==> src/rtl/cv32e40p_ft_pkg.sv <==
// cv32e40p_ft_pkg: shared types and defaults for the ALU permanent-fault detector
package cv32e40p_ft_pkg;
  typedef enum logic [1:0] {HEALTHY, SUSPECT, FAULTY} alu_health_e;
  localparam int N_ALU_FT = 4;
  localparam int ALU_FT_CNT_W = 4;
  localparam int ALU_FT_THRESHOLD = 8;
  localparam int ALU_FT_WINDOW_W = 8;
  localparam int ALU_FT_WINDOW = 64;
endpackage

==> src/rtl/cv32e40p_alu_permanent_fault_detector_if.sv <==
// cv32e40p_alu_permanent_fault_detector_if: voter observation bus and fault outputs
interface cv32e40p_alu_permanent_fault_detector_if #(
  parameter int N_ALU = 4,
  parameter int CNT_W = 4
);
  logic                   vote_valid_i;
  logic [N_ALU-1:0]       alu_mismatch_i;
  logic                   vote_uncorrectable_i;
  logic [N_ALU-1:0]       alu_active_i;
  logic                   clear_faults_i;
  logic [N_ALU-1:0]       permanent_faulty_alu_o;
  logic                   fault_event_o;
  logic [N_ALU*CNT_W-1:0] err_count_o;
  modport master (
    output vote_valid_i, alu_mismatch_i, vote_uncorrectable_i, alu_active_i, clear_faults_i,
    input  permanent_faulty_alu_o, fault_event_o, err_count_o
  );
  modport slave (
    input  vote_valid_i, alu_mismatch_i, vote_uncorrectable_i, alu_active_i, clear_faults_i,
    output permanent_faulty_alu_o, fault_event_o, err_count_o
  );
endinterface

==> src/rtl/cv32e40p_alu_fault_counter.sv <==
// cv32e40p_alu_fault_counter: leaky-bucket error counter and health FSM for one ALU
module cv32e40p_alu_fault_counter
  import cv32e40p_ft_pkg::*;
#(
  parameter int CNT_W     = ALU_FT_CNT_W,
  parameter int THRESHOLD = ALU_FT_THRESHOLD,
  parameter int WINDOW_W  = ALU_FT_WINDOW_W,
  parameter int WINDOW    = ALU_FT_WINDOW
) (
  input  logic             clk,
  input  logic             rst,
  input  logic             count_en,
  input  logic             mismatch,
  input  logic             clear,
  output logic             flag,
  output logic [CNT_W-1:0] err_cnt
);
  alu_health_e         state_q, state_d;
  logic [CNT_W-1:0]    err_q, err_d;
  logic [WINDOW_W-1:0] win_q, win_d;
  logic                flag_q, flag_d;
  logic                hit, expire, live;
  assign live   = count_en && state_q != FAULTY;
  assign hit    = err_q + CNT_W'(1) == CNT_W'(THRESHOLD);
  assign expire = win_q + WINDOW_W'(1) == WINDOW_W'(WINDOW);
  // an error on the same vote as window expiry takes the mismatch branch, so it wins
  always_comb begin
    state_d = state_q;
    err_d   = err_q;
    win_d   = win_q;
    flag_d  = flag_q;
    if (clear) begin
      state_d = HEALTHY;
      err_d   = '0;
      win_d   = '0;
      flag_d  = 1'b0;
    end else if (live && mismatch) begin
      state_d = hit ? FAULTY : SUSPECT;
      err_d   = err_q + CNT_W'(1);
      win_d   = '0;
      flag_d  = hit;
    end else if (live && state_q == SUSPECT) begin
      state_d = expire && err_q == CNT_W'(1) ? HEALTHY : SUSPECT;
      err_d   = expire ? err_q - CNT_W'(1) : err_q;
      win_d   = expire ? '0 : win_q + WINDOW_W'(1);
    end
  end
  always_ff @(posedge clk) begin
    if (rst) begin
      state_q <= HEALTHY;
      err_q   <= '0;
      win_q   <= '0;
      flag_q  <= 1'b0;
    end else begin
      state_q <= state_d;
      err_q   <= err_d;
      win_q   <= win_d;
      flag_q  <= flag_d;
    end
  end
  assign flag    = flag_q;
  assign err_cnt = err_q;
endmodule

==> src/rtl/cv32e40p_alu_permanent_fault_detector.sv <==
// cv32e40p_alu_permanent_fault_detector: vote qualification, per-ALU counters, fault event pulse
module cv32e40p_alu_permanent_fault_detector
  import cv32e40p_ft_pkg::*;
#(
  parameter int N_ALU     = N_ALU_FT,
  parameter int CNT_W     = ALU_FT_CNT_W,
  parameter int THRESHOLD = ALU_FT_THRESHOLD,
  parameter int WINDOW_W  = ALU_FT_WINDOW_W,
  parameter int WINDOW    = ALU_FT_WINDOW
) (
  input logic clk,
  input logic rst,
  cv32e40p_alu_permanent_fault_detector_if.slave bus
);
  logic [N_ALU-1:0]            count_en, flag_w, crossing;
  logic [N_ALU-1:0][CNT_W-1:0] err_w;
  logic                        fault_event_q, fault_event_d;
  genvar i;
  generate
    for (i = 0; i < N_ALU; i++) begin : g_alu
      assign count_en[i] = bus.vote_valid_i & ~bus.vote_uncorrectable_i & bus.alu_active_i[i];
      // the only non-faulty count one below threshold is the one about to cross
      assign crossing[i] = count_en[i] & bus.alu_mismatch_i[i] & (err_w[i] == CNT_W'(THRESHOLD - 1));
      cv32e40p_alu_fault_counter #(
        .CNT_W    (CNT_W),
        .THRESHOLD(THRESHOLD),
        .WINDOW_W (WINDOW_W),
        .WINDOW   (WINDOW)
      ) u_cnt (
        .clk     (clk),
        .rst     (rst),
        .count_en(count_en[i]),
        .mismatch(bus.alu_mismatch_i[i]),
        .clear   (bus.clear_faults_i),
        .flag    (flag_w[i]),
        .err_cnt (err_w[i])
      );
    end
  endgenerate
  always_comb fault_event_d = ~bus.clear_faults_i & |crossing;
  always_ff @(posedge clk) begin
    if (rst) fault_event_q <= 1'b0;
    else fault_event_q <= fault_event_d;
  end
  assign bus.permanent_faulty_alu_o = flag_w;
  assign bus.fault_event_o          = fault_event_q;
  assign bus.err_count_o            = err_w;
endmodule

==> src/flat_wrapper.sv <==
// flat-port wrapper written by rule: the top's interface ports become plain ports
module cv32e40p_alu_permanent_fault_detector_flat import cv32e40p_ft_pkg::*;
#(
  parameter int N_ALU     = N_ALU_FT,
  parameter int CNT_W     = ALU_FT_CNT_W,
  parameter int THRESHOLD = ALU_FT_THRESHOLD,
  parameter int WINDOW_W  = ALU_FT_WINDOW_W,
  parameter int WINDOW    = ALU_FT_WINDOW
)
  (clk, rst, bus_vote_valid_i, bus_alu_mismatch_i, bus_vote_uncorrectable_i, bus_alu_active_i, bus_clear_faults_i, bus_permanent_faulty_alu_o, bus_fault_event_o, bus_err_count_o);
  cv32e40p_alu_permanent_fault_detector_if #(.N_ALU(N_ALU), .CNT_W(CNT_W)) bus_i ();
  input logic clk;
  input logic rst;
  input wire logic [$bits(bus_i.vote_valid_i)-1:0] bus_vote_valid_i;
  input wire logic [$bits(bus_i.alu_mismatch_i)-1:0] bus_alu_mismatch_i;
  input wire logic [$bits(bus_i.vote_uncorrectable_i)-1:0] bus_vote_uncorrectable_i;
  input wire logic [$bits(bus_i.alu_active_i)-1:0] bus_alu_active_i;
  input wire logic [$bits(bus_i.clear_faults_i)-1:0] bus_clear_faults_i;
  output wire logic [$bits(bus_i.permanent_faulty_alu_o)-1:0] bus_permanent_faulty_alu_o;
  output wire logic [$bits(bus_i.fault_event_o)-1:0] bus_fault_event_o;
  output wire logic [$bits(bus_i.err_count_o)-1:0] bus_err_count_o;
  assign bus_i.vote_valid_i = bus_vote_valid_i;
  assign bus_i.alu_mismatch_i = bus_alu_mismatch_i;
  assign bus_i.vote_uncorrectable_i = bus_vote_uncorrectable_i;
  assign bus_i.alu_active_i = bus_alu_active_i;
  assign bus_i.clear_faults_i = bus_clear_faults_i;
  assign bus_permanent_faulty_alu_o = bus_i.permanent_faulty_alu_o;
  assign bus_fault_event_o = bus_i.fault_event_o;
  assign bus_err_count_o = bus_i.err_count_o;
  cv32e40p_alu_permanent_fault_detector #(.N_ALU(N_ALU), .CNT_W(CNT_W), .THRESHOLD(THRESHOLD), .WINDOW_W(WINDOW_W), .WINDOW(WINDOW)) u_core (.clk(clk), .rst(rst), .bus(bus_i));
endmodule
==> config.mk <==
export PLATFORM = sky130hd
export DESIGN_NAME = cv32e40p_alu_permanent_fault_detector_flat
export DESIGN_NICKNAME = d
export VERILOG_FILES = /design/src/rtl/cv32e40p_ft_pkg.sv /design/src/rtl/cv32e40p_alu_permanent_fault_detector_if.sv /design/src/rtl/cv32e40p_alu_fault_counter.sv /design/src/rtl/cv32e40p_alu_permanent_fault_detector.sv /design/src/flat_wrapper.sv
export SDC_FILE = /design/constraint.sdc
export NUM_CORES = 1
export LEC_CHECK = 0
export CAP_MARGIN = 20
export CORE_MARGIN = 2
export CORE_UTILIZATION = 50
export CTS_BUF_LIST = sky130_fd_sc_hd__clkbuf_8
export CTS_CLUSTER_DIAMETER = 100
export DETAILED_ROUTE_END_ITERATION = 6
export GPL_ROUTABILITY_DRIVEN = 0
export GPL_TIMING_DRIVEN = 0
export PLACE_DENSITY = 0.7
export RECOVER_POWER = 50
export SLEW_MARGIN = 0
export SYNTH_ARGS = -nofsm -noshare
export SYNTH_HDL_FRONTEND = slang
export SYNTH_HIERARCHICAL = 1
export SYNTH_SLANG_ARGS = --single-unit
export TNS_END_PERCENT = 30
==> constraint.sdc <==
create_clock -name clk -period 4.25 [get_ports clk]
set_input_delay 0.85 -clock clk [delete_from_list [all_inputs] [get_ports clk]]
set_output_delay 0.85 -clock clk [all_outputs]
set_load 0.05 [all_outputs]
* Word level (Yosys, flattened, before mapping) *
Cells that the tools add are included.

storage, ports and cells
  bits in registers = 61
  bits of input ports = 13
  output and inout bits = 21
  word-level logic and storage cells = 135

cells by class
  add/sub/neg operators = 12
  equality and inequality tests = 24
  mux-type cells = 32
  bitwise operators = 16
  reductions and logical operators = 34

operators with widths
  cell                                                  number
  2-to-1 mux 4 bit                                      12
  adder 8 x 1 -> 8 bit (second input constant)          4
  equality test 8 x 7 -> 1 bit (second input constant)  4
  2-to-1 mux 8 bit                                      4
  2-to-1 mux 2 bit                                      12
  adder 4 x 1 -> 4 bit (second input constant)          4
  equality test 4 x 1 -> 1 bit (second input constant)  4
  equality test 4 x 3 -> 1 bit (second input constant)  4
  equality test 4 bit (second input constant)           4
  logical AND 1 bit                                     16
  nonzero test 2 bit                                    8
  subtractor 4 x 1 -> 4 bit (second input constant)     4
  bitwise AND 1 bit                                     14
  OR reduction 3 bit                                    4
  equality test 2 x 1 -> 1 bit (second input constant)  4
  inequality test 2 bit (second input constant)         4
  AND reduction 2 bit                                   4
  2-to-1 mux 1 bit                                      4
  OR reduction 4 bit                                    1
  inverter 1 bit                                        2
  OR reduction 2 bit                                    1

* Longest topological paths before layout *
  depth after elaboration = 7
  gate-level depth with buffers = 7
  depth with buffers taken out = 6

* By module *
Netlist, hierarchy kept.

by module, submodules not included
  module                                 times used  cells each  area an instance (µm²)  seq. area each (µm²)
  cv32e40p_alu_fault_counter             4           120         962.2                   300.3
  cv32e40p_alu_permanent_fault_detector  1           17          123.9                   20.0

* Worst setup path after synthesis *
Ideal clock, no wire load.

  path kind = input port to flip-flop
  from = in bus_vote_valid_i
  to = reg u_core.g_alu[0].u_cnt.err_q[1]
  library setup time = 0.074 ns
  arrival time = 2.229 ns
  required time = 4.176 ns
  slack = 1.946 ns
  stages = 7
  path buffers = 1
  path through = nor2b_1 > and2_1 > and3b_1 > buf_2 > o2111ai_1 > or4_1 > a31oi_1

between the ends
  word-level cells in the longest chain between the ends = 6
  elaborated cells between the ends (all ways) = 9
  classes of those cells = 1 x mux; 2 x bitwise; 6 x reduce/logical

RTL lines
  what                                         RTL line                                                            RTL
  start, declared                              flat_wrapper.sv:14                                                  input wire logic [$bits(bus_i.vote_valid_i)-1:0] bus_vote_valid_i;
  bitwise AND 1 bit * (2 in series)            cv32e40p_alu_permanent_fault_detector.sv:21                         assign count_en[i] = bus.vote_valid_i & ~bus.vote_uncorrectable_i & bus.alu_active_i[i];
  via u_core.count_en[0]                       cv32e40p_alu_permanent_fault_detector.sv:15                         logic [N_ALU-1:0] count_en, flag_w, crossing;
  logical AND 1 bit *                          cv32e40p_alu_fault_counter.sv:23                                    assign live = count_en && state_q != FAULTY;
  logical AND 1 bit, on equally long branches  cv32e40p_alu_fault_counter.sv:37, cv32e40p_alu_fault_counter.sv:42
  nonzero test 2 bit (no source line)          n/a
  AND reduction 2 bit (no source line)         n/a
  end signal, assigned                         cv32e40p_alu_fault_counter.sv:56                                    err_q <= err_d;
  end, declared                                cv32e40p_alu_fault_counter.sv:19                                    logic [CNT_W-1:0] err_q, err_d;

Mark *: on every way through the listed nets, which the timed path passes. The rest lies on a longest branch.
A chain may end at the register's enable or synchronous reset.

* Worst setup path after layout *
  from = in bus_vote_valid_i
  to = reg u_core.g_alu[2].u_cnt.state_q[0]

between the ends
  word-level cells in the longest chain between the ends = 5
  elaborated cells between the ends (all ways) = 7
  classes of those cells = 1 x mux; 2 x bitwise; 4 x reduce/logical

RTL lines
  what                                                    RTL line                                                            RTL
  bitwise AND 1 bit * (2 in series)                       cv32e40p_alu_permanent_fault_detector.sv:21
  via u_core.count_en[2]                                  cv32e40p_alu_permanent_fault_detector.sv:15
  logical AND 1 bit *                                     cv32e40p_alu_fault_counter.sv:23
  logical AND 1 bit, on equally long branches             cv32e40p_alu_fault_counter.sv:37, cv32e40p_alu_fault_counter.sv:42
  2-to-1 mux 2 bit or nonzero test 2 bit (tied branches)  n/a
  end signal, assigned                                    cv32e40p_alu_fault_counter.sv:55                                    state_q <= state_d;
  end, declared                                           cv32e40p_alu_fault_counter.sv:18                                    alu_health_e state_q, state_d;

Marked as above.

==> results by stage <==
Pwr:
- For this design the ratio of total power to cell area is 263 nW/um2.
- The analysis attributes to net switching a power of 273 uW.
- In this run the static leakage power is 1.61 nW.
- The relative contribution of the clock network to total power is 48.3%.
- The proportion of total power due to net switching is 22.2%.
- Internal power comes to 953 uW.
- The maximum vdd ir drop is 0.140 mV.
- The portion of total power attributed to combinational logic is 4.8%.
- Registers are responsible for 46.9% of the overall power.

Die:
- The initial cell density of the core is 51.4%.
- The die covers 8670 um2.
- The area inside the core boundary is 7730 um2.
- The die span in y is 93.1 um.
- The I/O pin total is 34.
- The floorplan has 32 rows.
- Measured along the x axis, the die boundary spans 93.1 um.

Clock tree:
- CTS saw 61 sinks.
- The CTS root buffer is clkbuf_8.
- Clock tree synthesis inserted a total of 9 buffers.
- The clock tree buffer depth is 2.
- The count of H-tree levels built during CTS is 3.
- Once the clock tree was built, the setup fixing pass inserted 0 buffers.
- At the later pin of the worst-skew pair, clock insertion delay measures 0.34 ns.
- Clock-pin slew was measured on the worst setup and hold paths at 0.07 ns.
- TritonCTS built the clock tree.
- In this run, post-CTS hold repair placed 0 buffers.
- The count of instances resized after the clock tree is built is 0.

Yosys:
- The cell area after technology mapping is 3970 um2.
- Counting flops with a built-in enable in the synthesized netlist gives 0.
- The count of warnings emitted by yosys is 6.
- Of the post-synthesis cell area, the part taken by muxes is 2.52%.
- The synthesized netlist devotes 20.1% of its cell area to compound gates.
- After synthesis the netlist holds a flip-flop and latch count of 61.
- The per-instance average area after synthesis is 7.99 um2.
- The fraction of the yosys area taken by sequential cells is 30.7%.
- Summing the areas of all and, or, nand and nor instances in the mapped netlist gives 34.7% of the synthesized area.
- In the synthesized netlist the async set-or-reset flop fraction comes to 0%.
- After Yosys synthesis, XOR and XNOR cells account for 5.29% of the synthesized area.
- The net count of the mapped netlist is 526.
- The leading register cell type out of synthesis is dfxtp_1.
- The synthesized netlist devotes 5.04% of its cell area to adder and majority cells.
- The number of standard cells after synthesis is 497.
- After synthesis, the netlist uses 43 different library cells.
- The largest family of logic cells by synthesized area is simple AND/OR/NAND/NOR gates.

Finish:
- The library cells used most frequently in the layout, excluding fill and tap cells, are nand2_1, dfxtp_1, nor2_1.
- Counting the fill cells in the layout gives 721.
- With fillers left out, the area of the finished cells amounts to 4660 um2.
- Compared with the post-synthesis result, the final layout area differs by 17.2%.
- The final antenna diode count is 0.
- The fraction of layout cells with a size suffix above 1 is 6.23%.
- The library cell used most frequently in the layout, excluding fill and tap cells, is nand2_1.
- At the end of the flow, the number of nets in the layout was 570.

STA:
- For the pin with the worst max-slew slack, the measured transition is 1.04 ns.
- After layout, the worst path uses 73.1% of the clock period.
- In this run the tightest slew margin relative to its limit is 30.0%.
- Final hold analysis gives a worst-case slack of 0.451 ns.
- The total negative slack is 0 ns.
- Setup repair after global routing left no endpoint under its margin.
- The number of pins exceeding their max-slew limit in the final report was 0.
- The routed design could run at a clock period as short as 3.11 ns.
- Setup violations remaining at the end of the flow were counted as 0.
- For the final database, setup skew stands at 0.0130 ns.
- The maximum achievable frequency is 322 MHz.
- The count of endpoints failing hold in the final timing report was 0.

Setup path:
- The data arrival at the endpoint of the critical path is 3.34 ns.
- The required time reported for the critical path endpoint is 4.48 ns.
- The maximum fanout along the worst path is 9.
- The type of origin of the critical path is an input pin.
- Measured in cells, the most critical reg-to-reg path has a length of 4.
- The worst setup path is captured at a flip-flop.
- The critical path is of the in2reg type.

Outcome:
- The flow ran to the end, and the final reports show no timing, DRC or antenna violations.

Route:
- The wire length reported by the detailed router is 9.33 mm.
- Dividing the detail-routed wire length by the instance count gives 14.4 um.
- Using the TritonRoute via totals, the vias-per-cell ratio works out to 5.96.
- Summed over all nets, wire length on met3 after detailed routing comes to 268 um.
- After detailed routing, the number of remaining DRC violations is 0.
- The routed length on met1 is 4.63 mm.
- Routed signal wires occupy layers up through met4.
- The detail route stage leaves a number of antenna-violating nets equal to 0.
- The count of TritonRoute iterations in the first routing pass is 4.
- The wire length on met2 is 4.27 mm.
- The violation count after the first detailed-route iteration is 154.
- The routed layout has 3,863 vias.

GRT:
- The global-route usage over all layers is 22.5%.
- The first global-routing pass estimated 16.0 mm of wire.
- The via count of the first global-routing pass is 3,412.
- The total overflow left after global routing is 0.
- The number of antenna violations at the first check in global routing came to 0.
- Entering global routing, the biggest net connects 12 pins.

Placed design:
- The number of buffer cells added on primary ports is 33.
- The total placed instance area is 4430 um2.
- The wire-length estimate of the detail-placed layout is 6.64 mm.

Run:
- The number of max-capacitance violations reported is 0.

Hold path:
- The min-delay analysis places its worst path in the category reg2reg.
- Counting instances, the worst hold path has a depth of 2.
final cells by class:
type                    count  area [um2]  share of cell area [%]
repair buffers             33         330                    7.09
plain buffers               8        35.0                   0.752
flip-flops and latches     61        1220                    26.2
clock inverters             5        75.1                    1.61
well taps                 102         128                    2.74
multi-input cells         420        2690                    57.7
inverters                   8        30.0                   0.645
clock buffers              11         151                    3.25
sequential cells by signal (all words and copies together) (netlist names):
register / cells
u_core/g_alu.u_cnt/win_q: 32
u_core/g_alu.u_cnt/flag: 4
u_core/bus.fault_event_o: 1
u_core/g_alu.u_cnt/err_cnt: 16
u_core/g_alu.u_cnt/state_q: 8
synthesized netlist by cell type (5+ instances only):
cell type / instances / share of area (%)
and2_1: 8 / 1.3
o22ai_1: 5 / 0.79
or3_1: 8 / 1.3
dfxtp_1: 61 / 31
o311a_1: 5 / 1.3
nor2b_1: 17 / 2.7
nor4_1: 8 / 1.3
a21oi_1: 24 / 3.0
o21ai_0: 8 / 1.0
nand3b_1: 8 / 1.5
nand2_1: 70 / 6.6
xnor2_1: 12 / 2.6
o211ai_1: 16 / 3.0
nor3_1: 8 / 1.0
ha_1: 16 / 5.0
or4_1: 12 / 2.3
o21a_1: 8 / 1.5
nand4_1: 26 / 4.1
o2111ai_1: 8 / 1.8
inv_1: 8 / 0.76
nor2_1: 49 / 4.6
xor2_1: 12 / 2.6
nand2b_1: 16 / 2.5
nand3_1: 12 / 1.5
path summary, 6_finish.rpt:
kind,startpoint,endpoint,slack [ns]
hold reg to reg,u_core/g_alu[1].u_cnt/flag$_SDFFE_PP0P_,u_core/g_alu[1].u_cnt/flag$_SDFFE_PP0P_,0.45
hold / removal,u_core/g_alu[1].u_cnt/flag$_SDFFE_PP0P_,u_core/g_alu[1].u_cnt/flag$_SDFFE_PP0P_,0.45
setup reg to reg,u_core/g_alu[3].u_cnt/win_q[0]$_SDFFE_PP0P_,u_core/g_alu[3].u_cnt/err_cnt[1]$_SDFFE_PP0P_,2.42
setup / recovery,bus_vote_valid_i,u_core/g_alu[2].u_cnt/state_q[0]$_SDFFE_PP0P_,1.14
power by group through the flow:
stage / combinational, mW / clock (mW) / sequential, mW
5_1_grt: 0.0649 / 0.638 / 0.575
3_5_place_dp: 0.0588 / 0 / 0.588
2_1_floorplan: 0.0313 / 0 / 0.590
3_3_place_gp: 0.0580 / 0 / 0.588
4_1_cts: 0.0591 / 0.604 / 0.575
6_report: 0.0585 / 0.592 / 0.575
critical path: stages:
cell	delay, ns
dlygate4sd3_1	0.51
nor2b_1	0.40
and2_0	0.29
nand2_1	0.13
o21ai_0	0.84
nor2_1	0.11
a31o_1	0.21
logic make-up (layout without fill, tap and decap cells):
logic type	after synthesis	count (layout)
simple gates	262	262
fa+ha+maj	16	16
flops	61	61
compound gates	110	110
mux	8	8
xor+xnor	24	24
buf+inv	16	65
through the flow:
stage | instances | power, mW | utilization, % | setup slack [ns]
2_1_floorplan | 497 | 0.621 | - | 1.95
3_3_place_gp | 632 | 0.646 | 57.3 | 1.03
3_5_place_dp | 632 | 0.647 | 57.3 | 0.983
4_1_cts | 648 | 1.24 | 60.3 | 1.34
5_1_grt | 648 | 1.28 | 60.3 | 0.884
6_report | 648 | 1.23 | 60.3 | 1.14
metal layers:
metal,global-route usage (%),vias to the layer above
met3,3.63,12
met4,8.70,0
met1,31.2,1821
met5,0,-
li1,-,1963
met2,35.1,67
(Power assumes the default switching activity.)
